==> config.mk <==
export PLATFORM = sky130hd
export DESIGN_NAME = regfile_write_buffer
export DESIGN_NICKNAME = d
export VERILOG_FILES = /design/src/rtl/regfile_write_buffer.sv
export SDC_FILE = /design/constraint.sdc
export NUM_CORES = 1
export LEC_CHECK = 0
export CORE_MARGIN = 5
export CORE_UTILIZATION = 30
export DETAILED_ROUTE_END_ITERATION = 16
export SETUP_SLACK_MARGIN = 0.15
export SYNTH_ARGS = -nofsm -noshare
export SYNTH_HDL_FRONTEND = slang
export SYNTH_SLANG_ARGS = --single-unit
==> constraint.sdc <==
create_clock -name Clk -period 12.3 [get_ports Clk]
set_clock_uncertainty 0.2 [all_clocks]
set_input_delay 2.46 -clock Clk [delete_from_list [all_inputs] [get_ports Clk]]
set_output_delay 2.46 -clock Clk [all_outputs]
set_load 0.01 [all_outputs]
==> src/rtl/regfile_write_buffer.sv <==
// rtl/regfile_write_buffer.sv - in-order write buffer feeding the register file write port
// Queues register writes, drains one per cycle unless held, and forwards queued data to two readers.
module regfile_write_buffer #(
  parameter int DEPTH      = 4,
  parameter int DATA_WIDTH = 32,
  parameter int ADDR_WIDTH = 5,
  localparam int PTR_W     = $clog2(DEPTH),
  localparam int CNT_W     = PTR_W + 1
) (
  input  logic                  Clk,
  input  logic                  Reset,
  input  logic                  InValid,
  output logic                  InReady,
  input  logic [ADDR_WIDTH-1:0] InRegister,
  input  logic [DATA_WIDTH-1:0] InData,
  input  logic                  Hold,
  output logic [ADDR_WIDTH-1:0] WriteRegister,
  output logic [DATA_WIDTH-1:0] WriteData,
  output logic                  RegWrite,
  input  logic [ADDR_WIDTH-1:0] LookupRegister1,
  input  logic [ADDR_WIDTH-1:0] LookupRegister2,
  output logic                  FwdHit1,
  output logic [DATA_WIDTH-1:0] FwdData1,
  output logic                  FwdHit2,
  output logic [DATA_WIDTH-1:0] FwdData2,
  output logic [CNT_W-1:0]      Count
);

  logic [ADDR_WIDTH-1:0] r_reg  [DEPTH];
  logic [DATA_WIDTH-1:0] r_data [DEPTH];
  logic [DEPTH-1:0]      r_valid;
  logic [PTR_W-1:0]      r_head;
  logic [PTR_W-1:0]      r_tail;
  logic [CNT_W-1:0]      r_count;

  logic                  w_full;
  logic                  w_empty;
  logic                  w_push;
  logic                  w_pop;
  logic [PTR_W-1:0]      w_idx;

  assign w_full   = (r_count == CNT_W'(DEPTH));
  assign w_empty  = (r_count == '0);
  assign InReady  = !w_full && !Reset;
  // Writes to register 0 complete the handshake but are dropped here.
  assign w_push   = InValid && InReady && (InRegister != '0);
  assign RegWrite = !w_empty && !Hold && !Reset;
  assign w_pop    = RegWrite;
  assign Count    = r_count;

  assign WriteRegister = w_empty ? '0 : r_reg[r_head];
  assign WriteData     = w_empty ? '0 : r_data[r_head];

  // Walk oldest to youngest so the youngest match overrides older ones.
  always_comb begin
    FwdHit1  = 1'b0;
    FwdData1 = '0;
    FwdHit2  = 1'b0;
    FwdData2 = '0;
    w_idx    = r_head;
    for (int i = 0; i < DEPTH; i++) begin
      w_idx = r_head + PTR_W'(i);
      if (!Reset && r_valid[w_idx] && (LookupRegister1 != '0) &&
          (r_reg[w_idx] == LookupRegister1)) begin
        FwdHit1  = 1'b1;
        FwdData1 = r_data[w_idx];
      end
      if (!Reset && r_valid[w_idx] && (LookupRegister2 != '0) &&
          (r_reg[w_idx] == LookupRegister2)) begin
        FwdHit2  = 1'b1;
        FwdData2 = r_data[w_idx];
      end
    end
  end

  always_ff @(posedge Clk) begin
    if (Reset) begin
      r_head  <= '0;
      r_tail  <= '0;
      r_count <= '0;
      r_valid <= '0;
    end else begin
      if (w_push) begin
        r_reg[r_tail]   <= InRegister;
        r_data[r_tail]  <= InData;
        r_valid[r_tail] <= 1'b1;
        r_tail          <= r_tail + PTR_W'(1);
      end
      if (w_pop) begin
        r_valid[r_head] <= 1'b0;
        r_head          <= r_head + PTR_W'(1);
      end
      case ({w_push, w_pop})
        2'b10:   r_count <= r_count + CNT_W'(1);
        2'b01:   r_count <= r_count - CNT_W'(1);
        default: r_count <= r_count;
      endcase
    end
  end

endmodule

==> results of run 1 <==
[per-layer routing]
metal  part of all wire, %  vias up  GRT usage (%)  routed length, um
met3                   8.0       64           3.57               3230
met5                     0        -              0                  0
met2                    49      514           29.6              19600
li1                      -     4120              -                  -
met1                    41     4829           23.7              16600
met4                   2.2        0           5.64                869
[where the power goes]
| part | switching [uW] | internal (uW) |
|---|---|---|
| logic | 220 | 201 |
| clock network | 243 | 267 |
| registers | 26.2 | 614 |
[worst max-delay path: stages]
cell                              delay (ns)
sky130_fd_sc_hd__clkdlybuf4s50_1        0.67
sky130_fd_sc_hd__inv_1                  0.23
sky130_fd_sc_hd__and2_1                 0.21
sky130_fd_sc_hd__nand3_2                0.76
sky130_fd_sc_hd__or2_1                  0.92
sky130_fd_sc_hd__o211a_1                0.39
sky130_fd_sc_hd__o32ai_1                0.18
sky130_fd_sc_hd__clkdlybuf4s50_1        0.63
[path summary, 6_finish.rpt]
| kind | start | end | cells after the start |
|---|---|---|---|
| setup / recovery | Reset | FwdData2[9] | 8 |
| hold / removal | r_valid[1]$_SDFF_PP0_ | r_valid[1]$_SDFF_PP0_ | 2 |
| setup reg to reg | Count[2]$_SDFFE_PP0P_ | Count[2]$_SDFFE_PP0P_ | 9 |
| hold reg to reg | r_valid[1]$_SDFF_PP0_ | r_valid[1]$_SDFF_PP0_ | 2 |
[final cells by class]
type / count / area, um^2
timing repair buffer: 180 / 1750
tap: 518 / 648
clock buffer: 18 / 429
inverter: 30 / 113
sequential: 161 / 4710
multi-input combinational: 687 / 6590
clock inverter: 14 / 123
antenna: 1 / 2.50
fill: 3747 / 24500
[metrics by stage]
stage / hold WS, ns / instance area, um^2 / std cells / total power, uW
2_1_floorplan: 0.299 / 11800 / 983 / 929
4_1_cts: 0.354 / 14400 / 1608 / 1580
6_report: 0.358 / 14400 / 1609 / 1570
5_1_grt: 0.388 / 14400 / 1609 / 1640
3_3_place_gp: 0.331 / 13800 / 1576 / 1070
3_5_place_dp: 0.342 / 13800 / 1576 / 1070
[synthesized netlist by cell type, types with 3 or more instances]
cell type                     n
sky130_fd_sc_hd__o311a_1      3
sky130_fd_sc_hd__nand4_1      7
sky130_fd_sc_hd__o2111a_1    11
sky130_fd_sc_hd__o32ai_1      9
sky130_fd_sc_hd__o2111ai_1    8
sky130_fd_sc_hd__inv_1       29
sky130_fd_sc_hd__or3_1        7
sky130_fd_sc_hd__a311oi_1     6
sky130_fd_sc_hd__o21a_1      15
sky130_fd_sc_hd__buf_2       38
sky130_fd_sc_hd__o22ai_1     16
sky130_fd_sc_hd__clkbuf_1    54
sky130_fd_sc_hd__a31oi_1     33
sky130_fd_sc_hd__a211oi_2    21
sky130_fd_sc_hd__nor3b_1     12
sky130_fd_sc_hd__a311o_1      5
sky130_fd_sc_hd__buf_1        7
sky130_fd_sc_hd__buf_6        5
sky130_fd_sc_hd__dfxtp_1     13
sky130_fd_sc_hd__o21ai_1      6
sky130_fd_sc_hd__a21oi_1     14
sky130_fd_sc_hd__nand2_1     42
sky130_fd_sc_hd__o21ai_0     29
sky130_fd_sc_hd__o211a_1      8
sky130_fd_sc_hd__mux2_2      26
sky130_fd_sc_hd__xor2_1      12
sky130_fd_sc_hd__and2_1       9
sky130_fd_sc_hd__nor2_1      61
sky130_fd_sc_hd__nor3_1      68
sky130_fd_sc_hd__edfxtp_1   148
sky130_fd_sc_hd__nand3_1      4
sky130_fd_sc_hd__ha_1         9
sky130_fd_sc_hd__o2bb2ai_1    5
sky130_fd_sc_hd__a211oi_1    26
sky130_fd_sc_hd__nor2b_1     33
sky130_fd_sc_hd__xnor2_1     30
sky130_fd_sc_hd__or2_1        3
sky130_fd_sc_hd__mux4_2     110
sky130_fd_sc_hd__mux2i_1     29
[kinds of logic after synthesis]
group                    synth area share [%]
AND/OR/NAND/NOR                          10.7
multiplexers                             25.9
adder cells (fa/ha/maj)                  1.12
flip-flops                               39.8
XOR/XNOR                                 3.25
AO/OA/AOI/OAI                            14.2
buffers and inverters                    5.04
==> run summary, run 1 <==
The share of final-layout standard cells stronger than drive strength 1 came out at a little over a fifth. The cell type with the highest aggregate area in the netlist is sky130_fd_sc_hd__edfxtp_1. Clock-pin slew was measured on the worst setup and hold paths at 0.06 ns.

The final-report setup violation count came out at 0. The count of endpoints failing hold in the final timing report came out at 0. The relative slew slack came out at 29.1%.

The top-area cell type share of the netlist area came out at approximately 38%. The max-cap check violation count is 0. At the placement stage, the worst setup path has a slack of 3.29 ns. The library cell used most frequently in the layout, excluding fill and tap cells, is sky130_fd_sc_hd__clkdlybuf4s50_1. After detailed routing, the average wire length per cell comes to roughly 25 um.

The worst ir drop on vdd came out at between 0.07 and 0.08 mV. The row count came out at just over 70. The sink count of the clock tree is 161. In this run, synthesis produced a sequential element count of between 150 and 200.

The clock tree from TritonCTS is built. The number of flip-flops in the largest register came out at roughly 130. The class of the tightest hold or removal check is flop to flop. The distinct cell type count of the synthesized netlist came out at 51. The cell count after synthesis is 983.

The kind of start point of the critical path is an input pin. The I/O pin total is around 160. After clock tree synthesis, the flow added hold-fix buffers numbering 0. The initial utilization of the core area, before any placement, comes to about 30%.

The prevailing post-synth register cell is sky130_fd_sc_hd__edfxtp_1. The critical setup path kind is input pin to output pin. Routability-driven placement finished with a final weighted congestion of 0.835. The leakage component of the power is 0.00430 uW. Once routing completed, OpenROAD measured the worst setup slack at roughly 3.2 ns. The routed wire length came out at between 40,000 and 50,000 um. The number of setup buffers added after CTS is 0. After synthesis, the cell types taking the most area are sky130_fd_sc_hd__edfxtp_1, sky130_fd_sc_hd__mux4_2, sky130_fd_sc_hd__nor3_1. The power density over the cells is between 100 and 150 nW/um^2. The critical-path maximum fanout is 34.

At the worst endpoint, the arrival time is roughly 6.5 ns. The largest net degree at the start of global routing is 64. The required time of the worst setup path came out at roughly 9.6 ns.

The die width is 209 um. Leaving out fill and tap cells, the most frequent cells in the layout are sky130_fd_sc_hd__clkdlybuf4s50_1, sky130_fd_sc_hd__edfxtp_1, sky130_fd_sc_hd__mux4_2. The vertical die dimension is between 200 and 250 um. The slack of the worst reg-to-reg path is a little over 9 ns.

The count of TritonRoute iterations in the first routing pass came out at 5. The HPWL after detailed placement came out at roughly 25,000 um. The total congestion overflow after global routing came out at 0. A synthesized cell averages 12.0 um^2. The total count of max-transition violations in the final report is 0.

Counting I/O delays and the setup requirement, the final critical path takes slightly above 9 ns. The clock latency at the later pin of the worst-skew pair is between 0.4 and 0.5 ns. At the end of the flow, the number of nets in the layout was 1,138. The vias after detailed routing is approximately 9,500. The maximum buffer depth of the clock tree is 2. The count of antenna-violating nets left after detailed routing is 0. Compared with the post-synthesis result, the final layout area differs by 21.5%. The Yosys warning count came out at 0. After detailed routing, the number of remaining DRC violations is 0. The core occupancy in the finished layout is between 30% and 40%.

The async set-or-reset flop fraction in the synthesized netlist is 0%. The worst setup path is captured at an output pin. The number of synthesized flops with an enable pin is between 100 and 150.

The CTS buffer count is 17. The number of gates given a new drive strength after cts is 0. The first-pass GRT wire length came out at roughly 60,000 um. The number of DRC markers in iteration 0 is between 900 and 1,000.

The accumulated negative setup slack is 0 ns. The post-synthesis instance area is ~12,000 um^2. Input and output buffers added on the ports amount to approximately 160.

The number of global-route vias before repair came to 9,597. The sequential element share of the synthesized area came out at between 30% and 40%. The period utilization is around 74%.

Static timing analysis puts the maximum clock frequency at about 0.11 GHz. The initial antenna violation count came out at 1. The count of H-tree levels built during CTS came out at 4. The post-synthesis net count is between 1,000 and 1,500. Using the TritonRoute via totals, the vias-per-cell ratio works out to 5.92. The core region area came out at 38,800 um^2. The transition time of the tightest slew-check pin came out at around 1.1 ns.

Across every metal layer, demand over resource in global routing totals between 15 and 20%. The run finished with clean final reports. The die covers between 40,000 and 50,000 um^2. The cell sitting at the root of the clock tree is a sky130_fd_sc_hd__clkbuf_16. Setup repair after global routing left no endpoint under its margin.
Note: power is estimated with default switching activity, not from simulation.
==> run 2: changes to the inputs <==
==> constraint.sdc (replaced) <==
create_clock -name Clk -period 7.88 [get_ports Clk]
set_clock_uncertainty 0.2 [all_clocks]
set_input_delay 1.576 -clock Clk [delete_from_list [all_inputs] [get_ports Clk]]
set_output_delay 1.576 -clock Clk [all_outputs]
set_load 0.01 [all_outputs]
==> run summary, run 2 (synthesis gave the netlist of run 1 again) <==
The wire length per cell came out at 24.7 um (-1.6%). In this run the critical register-to-register path is launched from Count[0]$_SDFFE_PP0P_. The critical-path maximum fanout came out at 20 (-41%).

Leaving out fill and tap cells, the most frequent cell in the layout is sky130_fd_sc_hd__clkdlybuf4s50_1. TritonCTS built the clock tree. The sink count of the clock tree came out at 161 (unchanged). The kind of capture point of the worst setup path is an output pin. The relative slew slack came to 31.6% (+2.5 points). The max-cap check violation count came out at 0 (unchanged). The I/O pin total came out at 159 (unchanged). The run finished with clean final reports. After layout, the minimum clock period comes to approximately 6.8 ns. The net switching power is 754 uW (+54%). The count of H-tree levels built during CTS was 4 (unchanged).

The most numerous cell type found on the critical path is sky130_fd_sc_hd__clkdlybuf4s50_1. The number of buffers inserted by port buffering came out at 158 (unchanged). The number of logic stages on the critical path including buffering came out at 9 (+1). The total count of max-transition violations in the final report came out at 0 (unchanged). The maximum buffer depth of the clock tree is 2 (unchanged). The largest net degree at the start of global routing was 63 (-1.6%). Setup repair after global routing left no endpoint under its margin. The highest cell delay on the worst timing path is 0.77 ns (-0.15 ns). The routed wire length came out at 40,000 um (-0.94%). The vias after detailed routing is 9,606 (+0.83%).

The worst ir drop on vdd came to 0.116 mV (+55%). The share of final-layout standard cells stronger than drive strength 1 came out at 21.9% (+0.57 points). The row count is 72 (unchanged).

The cell sitting at the root of the clock tree is a sky130_fd_sc_hd__clkbuf_16. The HPWL after detailed placement came out at 25,700 um (+2.4%). The via density per instance came to 5.93 (+0.21%). The share of total power in sequential cells came out at 40.5% (-0.2 points). The critical path goes through clkdlybuf4s50_1 -> buf_4 -> inv_1 -> and2_1 -> nand3_2 -> or2_1 -> o211a_1 -> o32ai_1 -> clkdlybuf4s50_1.

The critical path data arrival time came out at 4.98 ns (-1.47 ns). The number of gates given a new drive strength after cts is 0 (unchanged). In the finished design, the share of the clock period the worst path needs comes to 85.7%. The CTS buffer count came out at 17 (unchanged). The die width came out at 209 um (unchanged). The final-report setup violation count came out at 0 (unchanged). The class of the tightest hold or removal check is flop to flop.

The footprint of the flip-flops and latches is 4710 um^2 (unchanged). The overall routing resource usage came out at 17.7% (-0.16 points). The accumulated negative setup slack came out at 0 ns (unchanged). The leakage component of the power is 0.00435 uW (+1.1%). The transition time of the tightest slew-check pin came out at 1.02 ns (-0.0432 ns). The required time of the worst setup path is 6.10 ns (-3.54 ns). The slack of the worst reg-to-reg path came out at 5.10 ns (-4.00 ns).

The number of DRC markers in iteration 0 came to 958 (+4.5%). The total congestion overflow after global routing came out at 0 (unchanged). The worst setup path is launched from an input pin. The number of setup buffers added after CTS is 0 (unchanged).

The core occupancy in the finished layout is 37.2% (+0.18 points). The count of TritonRoute iterations in the first routing pass was 5 (unchanged). The clock latency at the later pin of the worst-skew pair was 0.42 ns (about the same). The core region area was 38,800 um^2 (unchanged). The number of cells on the worst reg-to-reg path came to 10 (+1). The net total in the final layout came out at 1,146 (+0.70%). In this run the worst setup path begins at Reset. The clock transition at the registers of the reported paths is 0.07 ns (about the same). The number of flip-flops in the largest register is 128 (unchanged). The multi-input gate area in the final layout came out at 6590 um^2 (unchanged). The count of hold buffers inserted by post-cts repair came out at 0 (unchanged). The first-pass GRT wire length is 60,000 um (-0.38%). After global routing, the most crowded layer is met2. The relative contribution of the clock network to total power came out at 32.4% (about the same). The critical-path cell with the highest stage delay is sky130_fd_sc_hd__or2_1. The floorplan die area came out at 43,500 um^2 (unchanged). The vertical die dimension came out at 209 um (unchanged).

The effective utilization at floorplan came out at 30.4% (unchanged). The number of global-route vias before repair is 9,591 (-0.063%). The share of total power consumed by net switching came to 30.8% (-0.38 points).

The destination of the critical timing path is FwdData2[18]. The cell type group with the largest total delay on the critical path is simple AND/OR/NAND/NOR gates. The met3 track demand over resource is 3.95% (+0.38 points). In the layout the commonest cells are sky130_fd_sc_hd__clkdlybuf4s50_1, sky130_fd_sc_hd__edfxtp_1, sky130_fd_sc_hd__mux4_2. The count of buffering cells on the critical path with inverters included came out at 4 (+1).

The endpoint of the worst register-to-register path is Count[2]$_SDFFE_PP0P_. The initial antenna violation count came out at 3 (+2). The power density over the cells came to 170 nW/um^2 (+55%). The maximum clock frequency came out at approximately 0.15 GHz.

The combinational share of power came out at 27.2% (+0.4 points). The fraction of met2 tracks used by global routing is 28.7% (-0.94 points). The global placer's final weighted congestion was 0.848 (+1.5%). The count of antenna-violating nets left after detailed routing came out at 0 (unchanged). The number of DRC violations after detailed routing came out at 0 (unchanged). The filler cell count is 3,723 (-0.64%). The cell-internal power is 1700 uW (+57%).

The met1 track demand over resource in global routing is 24.3% (+0.65 points). The critical path is of the input pin to output pin type. Compared with the post-synthesis result, the final layout area differs by 22.1%. The count of endpoints failing hold in the final timing report is 0 (unchanged).
## run 2: changes by cell type in the layout (fill, tap and decap cells not counted), moves of 2 or more
cell	change
sky130_fd_sc_hd__buf_4	+8
sky130_fd_sc_hd__clkinv_4	+2
sky130_fd_sc_hd__clkinvlp_4	-2
sky130_fd_sc_hd__diode_2	+2
sky130_fd_sc_hd__inv_6	+2
sky130_fd_sc_hd__inv_8	-2
## run 2: worst min path at each step
stage	start	end	slack (ns)	cells after the start
3_3_place_gp	r_valid[0]$_SDFF_PP0_	r_valid[0]$_SDFF_PP0_	0.33	2
5_1_grt	r_valid[1]$_SDFF_PP0_	r_valid[1]$_SDFF_PP0_	0.39	2
2_1_floorplan	r_valid[3]$_SDFF_PP0_	r_valid[3]$_SDFF_PP0_	0.30	2
4_1_cts	r_valid[0]$_SDFF_PP0_	r_valid[0]$_SDFF_PP0_	0.36	2
6_report	Count[2]$_SDFFE_PP0P_	Count[2]$_SDFFE_PP0P_	0.35	2
3_5_place_dp	r_valid[0]$_SDFF_PP0_	r_valid[0]$_SDFF_PP0_	0.35	2
## run 2: power groups by stage
stage	sequential, uW	clock (uW)	combinational, uW
after global placement	1010	0	662
after CTS	993	812	671
after detailed placement	1010	0	668
final	991	793	666
after global routing	997	847	714
after floorplan	988	0	461
## run 2: area by class of cell
| class | instances | area share [%] |
|---|---|---|
| clock buffers | 19 | 3.07 |
| multi-input cells | 687 | 45.6 |
| clock inverters | 13 | 0.798 |
| well taps | 518 | 4.49 |
| inverters | 30 | 0.780 |
| diodes | 3 | 0.0520 |
| flip-flops and latches | 161 | 32.7 |
| repair buffers | 188 | 12.5 |
## run 2: worst reg2reg max path, cell delays in order (launching register included)
cell and delay, ns:
sky130_fd_sc_hd__dfxtp_1 0.42, sky130_fd_sc_hd__nor3_2 0.07, sky130_fd_sc_hd__buf_4 0.30, sky130_fd_sc_hd__nor3_1 0.30, sky130_fd_sc_hd__buf_4 0.21, sky130_fd_sc_hd__ha_1 0.19, sky130_fd_sc_hd__inv_1 0.06, sky130_fd_sc_hd__fa_1 0.37
sky130_fd_sc_hd__xor2_1 0.15, sky130_fd_sc_hd__or3_1 0.30, sky130_fd_sc_hd__a21oi_1 0.13
## run 2: layer usage
metal  routed length [um]  part of all wire [%]
met5                    0                     0
met4                  629                   1.6
met3                 3390                   8.5
met2                19100                    48
met1                16900                    42
## run 2: through the flow
| step | cells | setup WS [ns] | cell area, um^2 | hold WS, ns | power, uW |
|---|---|---|---|---|---|
| final | 1619 | 1.13 | 14400 | 0.349 | 2450 |
| after global routing | 1618 | 0.958 | 14400 | 0.392 | 2560 |
| after CTS | 1616 | 1.18 | 14400 | 0.357 | 2480 |
| after detailed placement | 1584 | 1.17 | 13900 | 0.347 | 1680 |
| after global placement | 1584 | 1.20 | 13900 | 0.333 | 1670 |
| after floorplan | 983 | 2.51 | 11800 | 0.299 | 1450 |
==> run 3: changes to the inputs <==
--- a/config.mk
+++ b/config.mk
@@ -6,8 +6,9 @@
 export NUM_CORES = 1
 export LEC_CHECK = 0
 export CORE_MARGIN = 5
-export CORE_UTILIZATION = 30
+export CORE_UTILIZATION = 45
 export DETAILED_ROUTE_END_ITERATION = 16
+export PLACE_DENSITY = 0.7
 export SETUP_SLACK_MARGIN = 0.15
 export SYNTH_ARGS = -nofsm -noshare
 export SYNTH_HDL_FRONTEND = slang
==> run summary, run 3 (synthesis gave the netlist of run 1 again) <==
The worst hold path cell count came out at 2 (unchanged). The buffer cell driving the clock tree root is sky130_fd_sc_hd__clkbuf_16. The total power draw was 2530 uW (+3.1%). The period utilization came to 86.3% (+0.63 points). The library cell used most frequently in the layout, excluding fill and tap cells, is sky130_fd_sc_hd__clkdlybuf4s50_1. The number of setup buffers added after CTS is 0 (unchanged).

The number of inserted diodes came out at 0 (-3). The leakage component of the power was 0.00437 uW (+0.41%). The signal on the critical path passes through inv_1 -> ha_4 -> buf_4 -> mux4_2 -> and2_1 -> nand2_1 -> or3_1 -> buf_4 -> nor2_1 -> a211oi_1 -> clkdlybuf4s50_1.

The critical path data arrival time came out at 5.02 ns (+0.04 ns). The largest individual stage delay along the critical path comes from the cell sky130_fd_sc_hd__or3_1. The number of flip-flops in the largest register is 128 (unchanged). The final critical delay including setup and external delays came to 6.80 ns (+0.0495 ns).

The relative contribution of the clock network to total power came out at 34.8% (+2.4 points). The clock transition at the registers of the reported paths came out at 0.07 ns (about the same). The relative slew slack is 20.5% (-11 points). The worst setup path is launched from a flop.

The share of total power consumed by net switching is 29.5% (-1.3 points). The count of antenna-violating nets left after detailed routing came out at 0 (unchanged). The effective utilization at floorplan came to 45.5% (+15 points).

The wire length per cell came out at 24.9 um (+0.91%). The routed wire length is 35,700 um (-11%). In the layout the commonest cells are sky130_fd_sc_hd__clkdlybuf4s50_1, sky130_fd_sc_hd__edfxtp_1, sky130_fd_sc_hd__mux4_2. The required time of the worst setup path is 6.10 ns (about the same). The number of cells on the worst reg-to-reg path is 9 (-1). The number of DRC violations after detailed routing is 0 (unchanged). The clock latency at the later pin of the worst-skew pair was 0.43 ns (about the same). Setup repair after global routing left no endpoint under its margin. The share of total power in sequential cells came out at 39.2% (-1.3 points).

The total count of max-transition violations in the final report came out at 0 (unchanged). The tightest min-delay check is of the flop to flop type. The cell type group with the largest total delay on the critical path is buffers and inverters. The die width was 172 um (-17%). The sink count of the clock tree came to 161 (unchanged). The largest net degree at the start of global routing is 60 (-4.8%). The startpoint identified for the worst hold timing path is Count[2]$_SDFFE_PP0P_. The via density per instance is 6.65 (+12%).

Among the stages of the critical path, the cell type that occurs most often is sky130_fd_sc_hd__buf_4. The count of endpoints failing hold in the final timing report is 0 (unchanged). The net switching power is 744 uW (-1.2%). The number of gates given a new drive strength after cts came to 0 (unchanged). The I/O pin total is 159 (unchanged). The final-report setup violation count came out at 0 (unchanged). The count of H-tree levels built during CTS came out at 4 (unchanged). The kind of capture point of the worst setup path is an output pin. The count of buffering cells on the critical path with inverters included was 4 (unchanged). The cell-internal power is 1780 uW (+5.0%).

The filler cell count came out at 2,163 (-42%). TritonCTS built the clock tree. The max-cap check violation count was 0 (unchanged).

The critical setup path kind is flop to output pin. The share of final-layout standard cells stronger than drive strength 1 is 21.7% (-0.25 points). The first-pass GRT wire length came out at 54,400 um (-9.3%). The area growth from synthesis to layout came out at 20.5%. The transition time of the tightest slew-check pin is 1.19 ns (+0.173 ns). The HPWL after detailed placement came out at 23,400 um (-8.9%).

The core region area is 26,000 um^2 (-33%). The maximum buffer depth of the clock tree is 2 (unchanged). The highest cell delay on the worst timing path came to 0.71 ns (-0.06 ns). The total congestion overflow after global routing came out at 0 (unchanged). The net total in the final layout came out at 1,145 (-0.087%). The accumulated negative setup slack is 0 ns (unchanged).

The vertical die dimension came out at 172 um (-17%). The worst register-to-register path begins at Count[2]$_SDFFE_PP0P_. The slack of the worst reg-to-reg path is 4.65 ns (-0.45 ns). The run finished with clean final reports.

In this run the critical register-to-register path is captured at Count[2]$_SDFFE_PP0P_. The initial antenna violation count came to 0 (-3). The count of TritonRoute iterations in the first routing pass is 5 (unchanged).

The row count came out at 59 (-18%). The worst hold path endpoint is Count[2]$_SDFFE_PP0P_. The critical-path maximum fanout is 44 (+120%). The worst ir drop on vdd came out at 0.152 mV (+31%). The number of global-route vias before repair is 9,263 (-3.4%). The overall routing resource usage is 23.9% (+6.2 points). The power density over the cells came out at 177 nW/um^2 (+4.4%).

The number of buffers inserted by port buffering is 158 (unchanged). The CTS buffer count is 17 (unchanged). The number of DRC markers in iteration 0 came out at 1,042 (+8.8%).

The floorplan die area came out at 29,600 um^2 (-32%). The count of hold buffers inserted by post-cts repair came out at 0 (unchanged). The vias after detailed routing is 9,523 (-0.86%). The global placer's final weighted congestion came out at 0.872 (+2.9%). The combinational share of power is 26.0% (-1.2 points). The maximum clock frequency came out at 0.147 GHz (-0.73%).
[run 3: cell count changes in the layout (fill, tap and decap cells not counted), moves of 2 or more]
cell / previous run / this run
sky130_fd_sc_hd__bufinv_16: 0 / 3
sky130_fd_sc_hd__diode_2: 3 / 0
sky130_fd_sc_hd__inv_6: 6 / 4
sky130_fd_sc_hd__or2_1: 1 / 3
sky130_fd_sc_hd__or2_2: 2 / 0
[run 3: area by class of cell]
| type | instances | area, um^2 | share of cell area (%) |
|---|---|---|---|
| Timing Repair Buffer | 187 | 1800 | 12.6 |
| Inverter | 30 | 113 | 0.790 |
| Tap cell | 335 | 419 | 2.94 |
| Clock inverter | 15 | 198 | 1.39 |
| Clock buffer | 17 | 425 | 2.99 |
| Multi-Input combinational cell | 687 | 6580 | 46.2 |
| Sequential cell | 161 | 4710 | 33.1 |
[run 3: worst max path at each step]
| stage | startpoint | endpoint | cells after the start |
|---|---|---|---|
| 4_1_cts | r_head[0]$_SDFFE_PP0N_ | FwdData1[30] | 11 |
| 3_5_place_dp | LookupRegister2[0] | FwdData2[27] | 9 |
| 3_3_place_gp | LookupRegister1[0] | FwdData1[23] | 9 |
| 5_1_grt | r_head[0]$_SDFFE_PP0N_ | FwdData1[29] | 11 |
| 6_report | r_head[0]$_SDFFE_PP0N_ | FwdData1[27] | 11 |
| 2_1_floorplan | r_head[0]$_SDFFE_PP0N_ | FwdData2[16] | 14 |
[run 3: layer usage]
| layer | part of all wire [%] | track usage [%] | routed length (um) |
|---|---|---|---|
| met4 | 2.4 | 7.62 | 866 |
| met2 | 47 | 38.1 | 16800 |
| met3 | 9.7 | 4.82 | 3470 |
| met1 | 41 | 33.1 | 14600 |
| met5 | 0 | 0 | 0 |
[run 3: power groups by stage]
stage	clock [uW]	sequential [uW]	combinational, uW
6_report	880	991	656
5_1_grt	921	995	707
4_1_cts	882	991	658
3_5_place_dp	0	1010	653
3_3_place_gp	0	1010	647
2_1_floorplan	0	988	461
[run 3: worst reg2reg max path, delay by kind of cell (launching register included)]
family / cells / cell delay, ns
XOR/XNOR: 1 / 0.16
AND/OR/NAND/NOR: 3 / 1.18
adder cells (fa/ha/maj): 2 / 0.70
flip-flops: 1 / 0.41
AO/OA/AOI/OAI: 1 / 0.16
buffers and inverters: 2 / 0.35
[run 3: metrics by stage]
step	area [um^2]	utilization (%)	setup slack [ns]	hold slack (ns)	std cells
global placement	13600	52.4	1.39	0.323	1400
detailed placement	13600	52.4	1.33	0.341	1400
CTS	14200	54.8	1.19	0.352	1432
floorplan	11800	-	2.51	0.299	983
global route	14200	54.8	0.902	0.378	1432
finish	14200	54.8	1.08	0.355	1432
